[config.mk]
export PLATFORM = sky130hd
export DESIGN_NAME = interrupt_ctrl_flat
export DESIGN_NICKNAME = d
export VERILOG_FILES = /design/src/rtl/intc_pkg.sv /design/src/rtl/intc_if.sv /design/src/rtl/intc_sync_edge.sv /design/src/rtl/interrupt_ctrl.sv /design/src/flat_wrapper.sv
export SDC_FILE = /design/constraint.sdc
export NUM_CORES = 1
export LEC_CHECK = 0
export ABC_AREA = 0
export CORE_ASPECT_RATIO = 1.25
export CORE_MARGIN = 2
export CORE_UTILIZATION = 40
export CTS_BUF_LIST = sky130_fd_sc_hd__clkbuf_4 sky130_fd_sc_hd__clkbuf_8
export CTS_CLUSTER_SIZE = 40
export DETAILED_ROUTE_END_ITERATION = 6
export GPL_TIMING_DRIVEN = 0
export MAX_ROUTING_LAYER = met4
export PLACE_DENSITY = 0.95
export SYNTH_ARGS = -nofsm -noshare
export SYNTH_HDL_FRONTEND = slang
export SYNTH_HIERARCHICAL = 1
export SYNTH_SLANG_ARGS = --single-unit
[constraint.sdc]
create_clock -name clk -period 2.5 [get_ports clk]
set_clock_uncertainty 0.05 [all_clocks]
set_input_delay 0.5 -clock clk [delete_from_list [all_inputs] [get_ports clk]]
set_output_delay 0.5 -clock clk [all_outputs]
set_load 0.005 [all_outputs]
[src/rtl/intc_pkg.sv]
// Shared definitions for the interrupt controller: FSM state encoding,
// default handler vector layout and the fixed-priority encoder.
package intc_pkg;

   typedef enum logic [1:0] {
      IDLE    = 2'd0,
      TAKE    = 2'd1,
      SERVICE = 2'd2
   } intc_state_t;

   localparam int unsigned DEF_VEC_BASE   = 32'h3C0;
   localparam int unsigned DEF_VEC_STRIDE = 16;

   // Lowest set index wins; returns 0 when nothing is requested.
   function automatic logic [2:0] prio_encode(input logic [7:0] req);
      logic [2:0] id;
      id = 3'd0;
      for (int i = 7; i >= 0; i--) begin
         if (req[i]) id = 3'(i);
      end
      return id;
   endfunction

endpackage

[src/rtl/intc_if.sv]
// Interrupt handshake bundle between the interrupt controller and the
// control unit.  The master modport is the controller (requesting side);
// the slave modport is the control unit / environment.
interface intc_if #(
   parameter int N_IRQ = 4,
   parameter int VEC_W = 10,
   parameter int TMR_W = 16
);
   logic [N_IRQ-1:0] irq_in;
   logic [N_IRQ-1:0] irq_mask;
   logic             fetch_ok;
   logic             s_finish_interr;
   logic [TMR_W-1:0] tmr_period;
   logic             s_interruption;
   logic [VEC_W-1:0] int_vector;
   logic [2:0]       int_id;
   logic             in_service;
   logic [N_IRQ-1:0] pending;

   modport master (
      input  irq_in, irq_mask, fetch_ok, s_finish_interr, tmr_period,
      output s_interruption, int_vector, int_id, in_service, pending
   );

   modport slave (
      output irq_in, irq_mask, fetch_ok, s_finish_interr, tmr_period,
      input  s_interruption, int_vector, int_id, in_service, pending
   );
endinterface

[src/rtl/intc_sync_edge.sv]
// Single-line two-flop synchroniser followed by a rising-edge detector.
// edge_pulse is high for one cycle, two edges after the input is sampled high.
module intc_sync_edge (
   input  logic clk,
   input  logic reset,
   input  logic async_in,
   output logic edge_pulse
);
   logic sync1;
   logic sync2;
   logic prev;

   // Synchroniser chain plus the delayed copy used for edge detection.
   always_ff @(posedge clk or negedge reset) begin
      if (!reset) begin
         sync1 <= 1'b0;
         sync2 <= 1'b0;
         prev  <= 1'b0;
      end else begin
         sync1 <= async_in;
         sync2 <= sync1;
         prev  <= sync2;
      end
   end

   assign edge_pulse = sync2 & ~prev;
endmodule

[src/rtl/interrupt_ctrl.sv]
// Interrupt controller: latches synchronised IRQ edges as pending, takes the
// highest-priority unmasked line at an instruction boundary, pulses
// s_interruption once and holds the handler vector until FNSH completes.
// Optional feature: define INTC_TIMER_EN for an internal periodic timer that
// raises line 0.
module interrupt_ctrl
   import intc_pkg::*;
#(
   parameter int          N_IRQ      = 4,
   parameter int          VEC_W      = 10,
   parameter int unsigned VEC_BASE   = DEF_VEC_BASE,
   parameter int unsigned VEC_STRIDE = DEF_VEC_STRIDE,
   parameter int          TMR_W      = 16
) (
   input logic   clk,
   input logic   reset,
   intc_if.master bus
);
   intc_state_t      state_q, state_d;
   logic [2:0]       id_q, id_d;
   logic [VEC_W-1:0] vec_q, vec_d;
   logic [N_IRQ-1:0] pending_q, pending_d;
   logic [N_IRQ-1:0] edge_vec;
   logic [N_IRQ-1:0] set_vec;
   logic [N_IRQ-1:0] clr_vec;
   logic [N_IRQ-1:0] req;
   logic [7:0]       clr_ext;
   logic [2:0]       sel_id;
   logic [VEC_W-1:0] vec_calc;
   logic             tmr_fire;

   for (genvar g = 0; g < N_IRQ; g++) begin : g_sync
      intc_sync_edge u_sync (
         .clk        (clk),
         .reset      (reset),
         .async_in   (bus.irq_in[g]),
         .edge_pulse (edge_vec[g])
      );
   end

`ifdef INTC_TIMER_EN
   logic [TMR_W-1:0] tmr_cnt;
   logic             tmr_armed;

   assign tmr_fire = tmr_armed && (tmr_cnt == '0) && (bus.tmr_period != '0);

   // Down-counter: loads after reset or on expiry, idles while period is 0.
   always_ff @(posedge clk or negedge reset) begin
      if (!reset) begin
         tmr_cnt   <= '0;
         tmr_armed <= 1'b0;
      end else if (bus.tmr_period == '0) begin
         tmr_cnt   <= '0;
         tmr_armed <= 1'b0;
      end else if (!tmr_armed || tmr_cnt == '0) begin
         tmr_cnt   <= bus.tmr_period;
         tmr_armed <= 1'b1;
      end else begin
         tmr_cnt   <= tmr_cnt - 1'b1;
      end
   end
`else
   logic unused_tmr;
   assign unused_tmr = ^bus.tmr_period;
   assign tmr_fire   = 1'b0;
`endif

   assign req      = pending_q & bus.irq_mask;
   assign sel_id   = prio_encode(8'(req));
   assign vec_calc = VEC_W'(VEC_BASE + {29'd0, sel_id} * VEC_STRIDE);
   assign clr_ext  = 8'd1 << id_q;

   // Pending update: a new set wins over the take-cycle clear of the same bit.
   always_comb begin
      set_vec    = edge_vec;
      set_vec[0] = edge_vec[0] | tmr_fire;
      clr_vec    = '0;
      if (state_q == TAKE) clr_vec = clr_ext[N_IRQ-1:0];
      pending_d  = (pending_q & ~clr_vec) | set_vec;
   end

   // State, selected id, vector and pending register.
   always_ff @(posedge clk or negedge reset) begin
      if (!reset) begin
         state_q   <= IDLE;
         id_q      <= '0;
         vec_q     <= '0;
         pending_q <= '0;
      end else begin
         state_q   <= state_d;
         id_q      <= id_d;
         vec_q     <= vec_d;
         pending_q <= pending_d;
      end
   end

   // Next-state and handshake outputs; no nesting while a handler runs.
   always_comb begin
      state_d            = state_q;
      id_d               = id_q;
      vec_d              = vec_q;
      bus.s_interruption = 1'b0;
      bus.in_service     = 1'b0;
      case (state_q)
         IDLE: begin
            if ((|req) && bus.fetch_ok) begin
               state_d = TAKE;
               id_d    = sel_id;
               vec_d   = vec_calc;
            end
         end
         TAKE: begin
            bus.s_interruption = 1'b1;
            state_d            = SERVICE;
         end
         SERVICE: begin
            bus.in_service = 1'b1;
            if (bus.s_finish_interr) state_d = IDLE;
         end
         default: state_d = IDLE;
      endcase
   end

   assign bus.int_id     = id_q;
   assign bus.int_vector = vec_q;
   assign bus.pending    = pending_q;
endmodule
[src/flat_wrapper.sv]
// flat-port wrapper written by rule: the top's interface ports become plain ports
module interrupt_ctrl_flat import intc_pkg::*;
#(
   parameter int          N_IRQ      = 4,
   parameter int          VEC_W      = 10,
   parameter int unsigned VEC_BASE   = DEF_VEC_BASE,
   parameter int unsigned VEC_STRIDE = DEF_VEC_STRIDE,
   parameter int          TMR_W      = 16
)
  (clk, reset, bus_irq_in, bus_irq_mask, bus_fetch_ok, bus_s_finish_interr, bus_tmr_period, bus_s_interruption, bus_int_vector, bus_int_id, bus_in_service, bus_pending);
  intc_if #(.N_IRQ(N_IRQ), .VEC_W(VEC_W), .TMR_W(TMR_W)) bus_i ();
  input logic clk;
  input logic reset;
  input wire logic [$bits(bus_i.irq_in)-1:0] bus_irq_in;
  input wire logic [$bits(bus_i.irq_mask)-1:0] bus_irq_mask;
  input wire logic [$bits(bus_i.fetch_ok)-1:0] bus_fetch_ok;
  input wire logic [$bits(bus_i.s_finish_interr)-1:0] bus_s_finish_interr;
  input wire logic [$bits(bus_i.tmr_period)-1:0] bus_tmr_period;
  output wire logic [$bits(bus_i.s_interruption)-1:0] bus_s_interruption;
  output wire logic [$bits(bus_i.int_vector)-1:0] bus_int_vector;
  output wire logic [$bits(bus_i.int_id)-1:0] bus_int_id;
  output wire logic [$bits(bus_i.in_service)-1:0] bus_in_service;
  output wire logic [$bits(bus_i.pending)-1:0] bus_pending;
  assign bus_i.irq_in = bus_irq_in;
  assign bus_i.irq_mask = bus_irq_mask;
  assign bus_i.fetch_ok = bus_fetch_ok;
  assign bus_i.s_finish_interr = bus_s_finish_interr;
  assign bus_i.tmr_period = bus_tmr_period;
  assign bus_s_interruption = bus_i.s_interruption;
  assign bus_int_vector = bus_i.int_vector;
  assign bus_int_id = bus_i.int_id;
  assign bus_in_service = bus_i.in_service;
  assign bus_pending = bus_i.pending;
  interrupt_ctrl #(.N_IRQ(N_IRQ), .VEC_W(VEC_W), .VEC_BASE(VEC_BASE), .VEC_STRIDE(VEC_STRIDE), .TMR_W(TMR_W)) u_core (.clk(clk), .reset(reset), .bus(bus_i));
endmodule
==> run summary <==
outcome -> complete, no violations
Yosys cell types -> 20
DRT iter0 DRCs -> 12
Most used DFF post-synth -> dfrtp_1
Worst path slowest cell -> clkdlybuf4s50_1
pin count of the biggest net entering global routing -> 22
Switch Pwr -> 305 µW
wire per inst -> 13.1 µm
Synth async-reset ratio -> 100%
Max-Slew Margin vs Limit -> 42.6%
Synth Cell Area -> 830 µm²
Peak VDD IR -> 0.482 mV
sequential share of power -> 49.0%
setup tns final -> 0 ns
Max Cap Viol -> 0
Final Instance Area -> 1150 µm²
Post-route DRC -> 0
Synth Register Bits -> 21
Leakage -> 0.516 nW
top-count cell post-synth -> dfrtp_1
Setup-failing EPs final -> 0
critical path's top delay family -> buffers and inverters
CP max stage delay -> 0.52 ns
top-area cell type share of the netlist area -> 63.3%
post-layout util -> 58.7%
Synth Warn # -> 6
# H-tree levels -> 1
critical path capture point type -> primary output
Pint -> 703 µW
die width -> 44.7 µm
WP buf/inv -> 2
Worst Path Max Fanout -> 4
Pre-antenna DRT Iters -> 4
Antenna Nets Post-Route -> 0
via density per instance -> 4.84
Clock Latency Late Sink -> 0.30 ns
minimum clock period -> 2.12 ns
EDFF count, synth -> 0
Nets -> 123
Core Area -> 1960 µm²
sequential area share after synthesis -> 63.3%
synthesis-to-finish area growth -> 38.6%
clock-pin slew on the worst setup and hold paths -> 0.12 ns
Final Hold Vio Count -> 0
number of cell rows -> 18
Tcrit/Tclk final -> 84.7%
critical path cell sequence -> nand2b_1 > inv_1 > clkdlybuf4s50_1
Ports -> 47
Total Power -> 1.01 mW
die area -> 2460 µm²
Post-synth top cells -> 21 x dfrtp_1, 10 x buf_4, 4 x a21oi_1, 4 x nor2b_4, 3 x nand2b_1
vias in the first global route -> 527
Die Height -> 54.9 µm
cell taking the most area after synthesis -> dfrtp_1
Final Max Slew Viols -> 0
crit path kind -> reg2out
post-cts gate resize count -> 0
worst min path class -> reg2reg
critical path required time -> 1.95 ns
fraction of layout cells with a size suffix above 1 -> 22.3%
actual slew at the worst max-slew pin -> 0.858 ns
total grt overflow -> 0
Syn Inst Count -> 61
sw frac -> 30.2%
Crit path arrival time -> 1.57 ns
total wire length -> 1490 µm
CTS tree -> built
Port-buffer cells -> 25
CTS buffer count -> 3
clk buf depth -> 2
first-pass GRT wire length -> 2470 µm
CTS Root Cell -> clkbuf_4
Worst Setup Start Kind -> register
setup bufs post-CTS -> 0
combinational share of power -> 34.9%
via count -> 552
Total GRT Usage -> 14.6%
Hold-fix buffers, CTS -> 0
Fmax -> 472 MHz
initial antenna violation count -> 0
Syn Area/Cell -> 13.6 µm²
Clock Power Share -> 16.1%
CTS Sinks -> 21
n_diodes -> 0
Initial Util -> 42.3%
Placement Cell Area -> 1120 µm²
PwrDens -> 877 nW/µm²
RSZ-0062 raised after global routing -> false
RePlAce Congestion -> 0.781
ranking of synthesized cells by area -> dfrtp_1 63%, buf_4 9.0%, nor2b_4 6.6%
==> final timing paths <==
check | start | to | slack (ns) | cells after the start
worst max-delay path | u_core/state_q[1] | bus_s_interruption | 0.38 | 3
max in group asynchronous | reset | u_core/bus.int_vector[5] | 1.25 | 1
worst max register to register | u_core/bus.pending[3] | u_core/bus.int_vector[8] | 1.23 | 3
min in group asynchronous | reset | u_core/g_sync[3].u_sync/prev | 0.63 | 1
worst min register to register | u_core/g_sync[3].u_sync/sync1 | u_core/g_sync[3].u_sync/sync2 | 0.31 | 0
worst min-delay path | u_core/g_sync[3].u_sync/sync1 | u_core/g_sync[3].u_sync/sync2 | 0.31 | 0
==> sequential cells by signal, indices dropped and copies added (netlist names) <==
signal                      flops
u_core/bus.pending              4
u_core/state_q                  2
u_core/g_sync.u_sync/sync2      4
u_core/bus.int_id               1
u_core/bus.int_vector           2
u_core/g_sync.u_sync/prev       4
u_core/g_sync.u_sync/sync1      4
==> cells in the final DEF, fill, tap and decap left out, types with 2 or more instances in the layout <==
master,synthesis,routed
buf_4,10,10
dfrtp_1,21,21
a21o_1,2,2
nand2b_1,3,3
clkbuf_4,0,3
clkdlybuf4s50_1,0,25
nor2b_4,4,4
a21oi_1,4,4
conb_1,1,5
inv_1,2,2
a22o_1,2,2
nand3b_1,2,2
==> routing by layer <==
metal	share of wire (%)	vias up	wire length (µm)	global-route usage, %
met1	42	268	624	18.1
met5	0	-	0	-
li1	-	258	-	-
met2	50	24	741	23.4
met3	7.9	2	117	1.95
met4	0.47	0	7	7.58
==> worst register-to-register path, cell delays in order (launching register included) <==
cell     delay, ns
dfrtp_1       0.44
a22o_1        0.26
o21a_1        0.20
or2_1         0.21
==> final cells by class <==
class / instances / area (µm²)
tap: 20 / 25.0
multi-input combinational: 32 / 236
fill: 168 / 810
clock buffer: 3 / 22.5
sequential: 21 / 526
clock inverter: 1 / 7.51
buffer: 10 / 75.1
inverter: 2 / 7.51
timing repair buffer: 25 / 250
==> power groups by stage <==
stage,Clock [mW],Sequential (mW),Combinational [mW]
after floorplan,0,0.481,0.152
after global placement,0,0.493,0.338
after detailed placement,0,0.500,0.351
after CTS,0.167,0.494,0.354
after global routing,0.186,0.508,0.383
final,0.163,0.494,0.352
==> kinds of logic after synthesis <==
logic type      after synthesis  synth area share (%)
buf+inv                      12                  9.95
other cells                   1                 0.452
simple gates                 13                  14.0
flops                        21                  63.3
compound gates               14                  12.2
==> metrics by stage <==
step	hold slack [ns]	worst slack, ns	cells
floorplan	0.154	1.26	65
global placement	0.281	0.745	110
detailed placement	0.290	0.730	110
CTS	0.316	0.369	114
global route	0.328	0.276	114
finish	0.314	0.383	114
(Power assumes the default switching activity.)
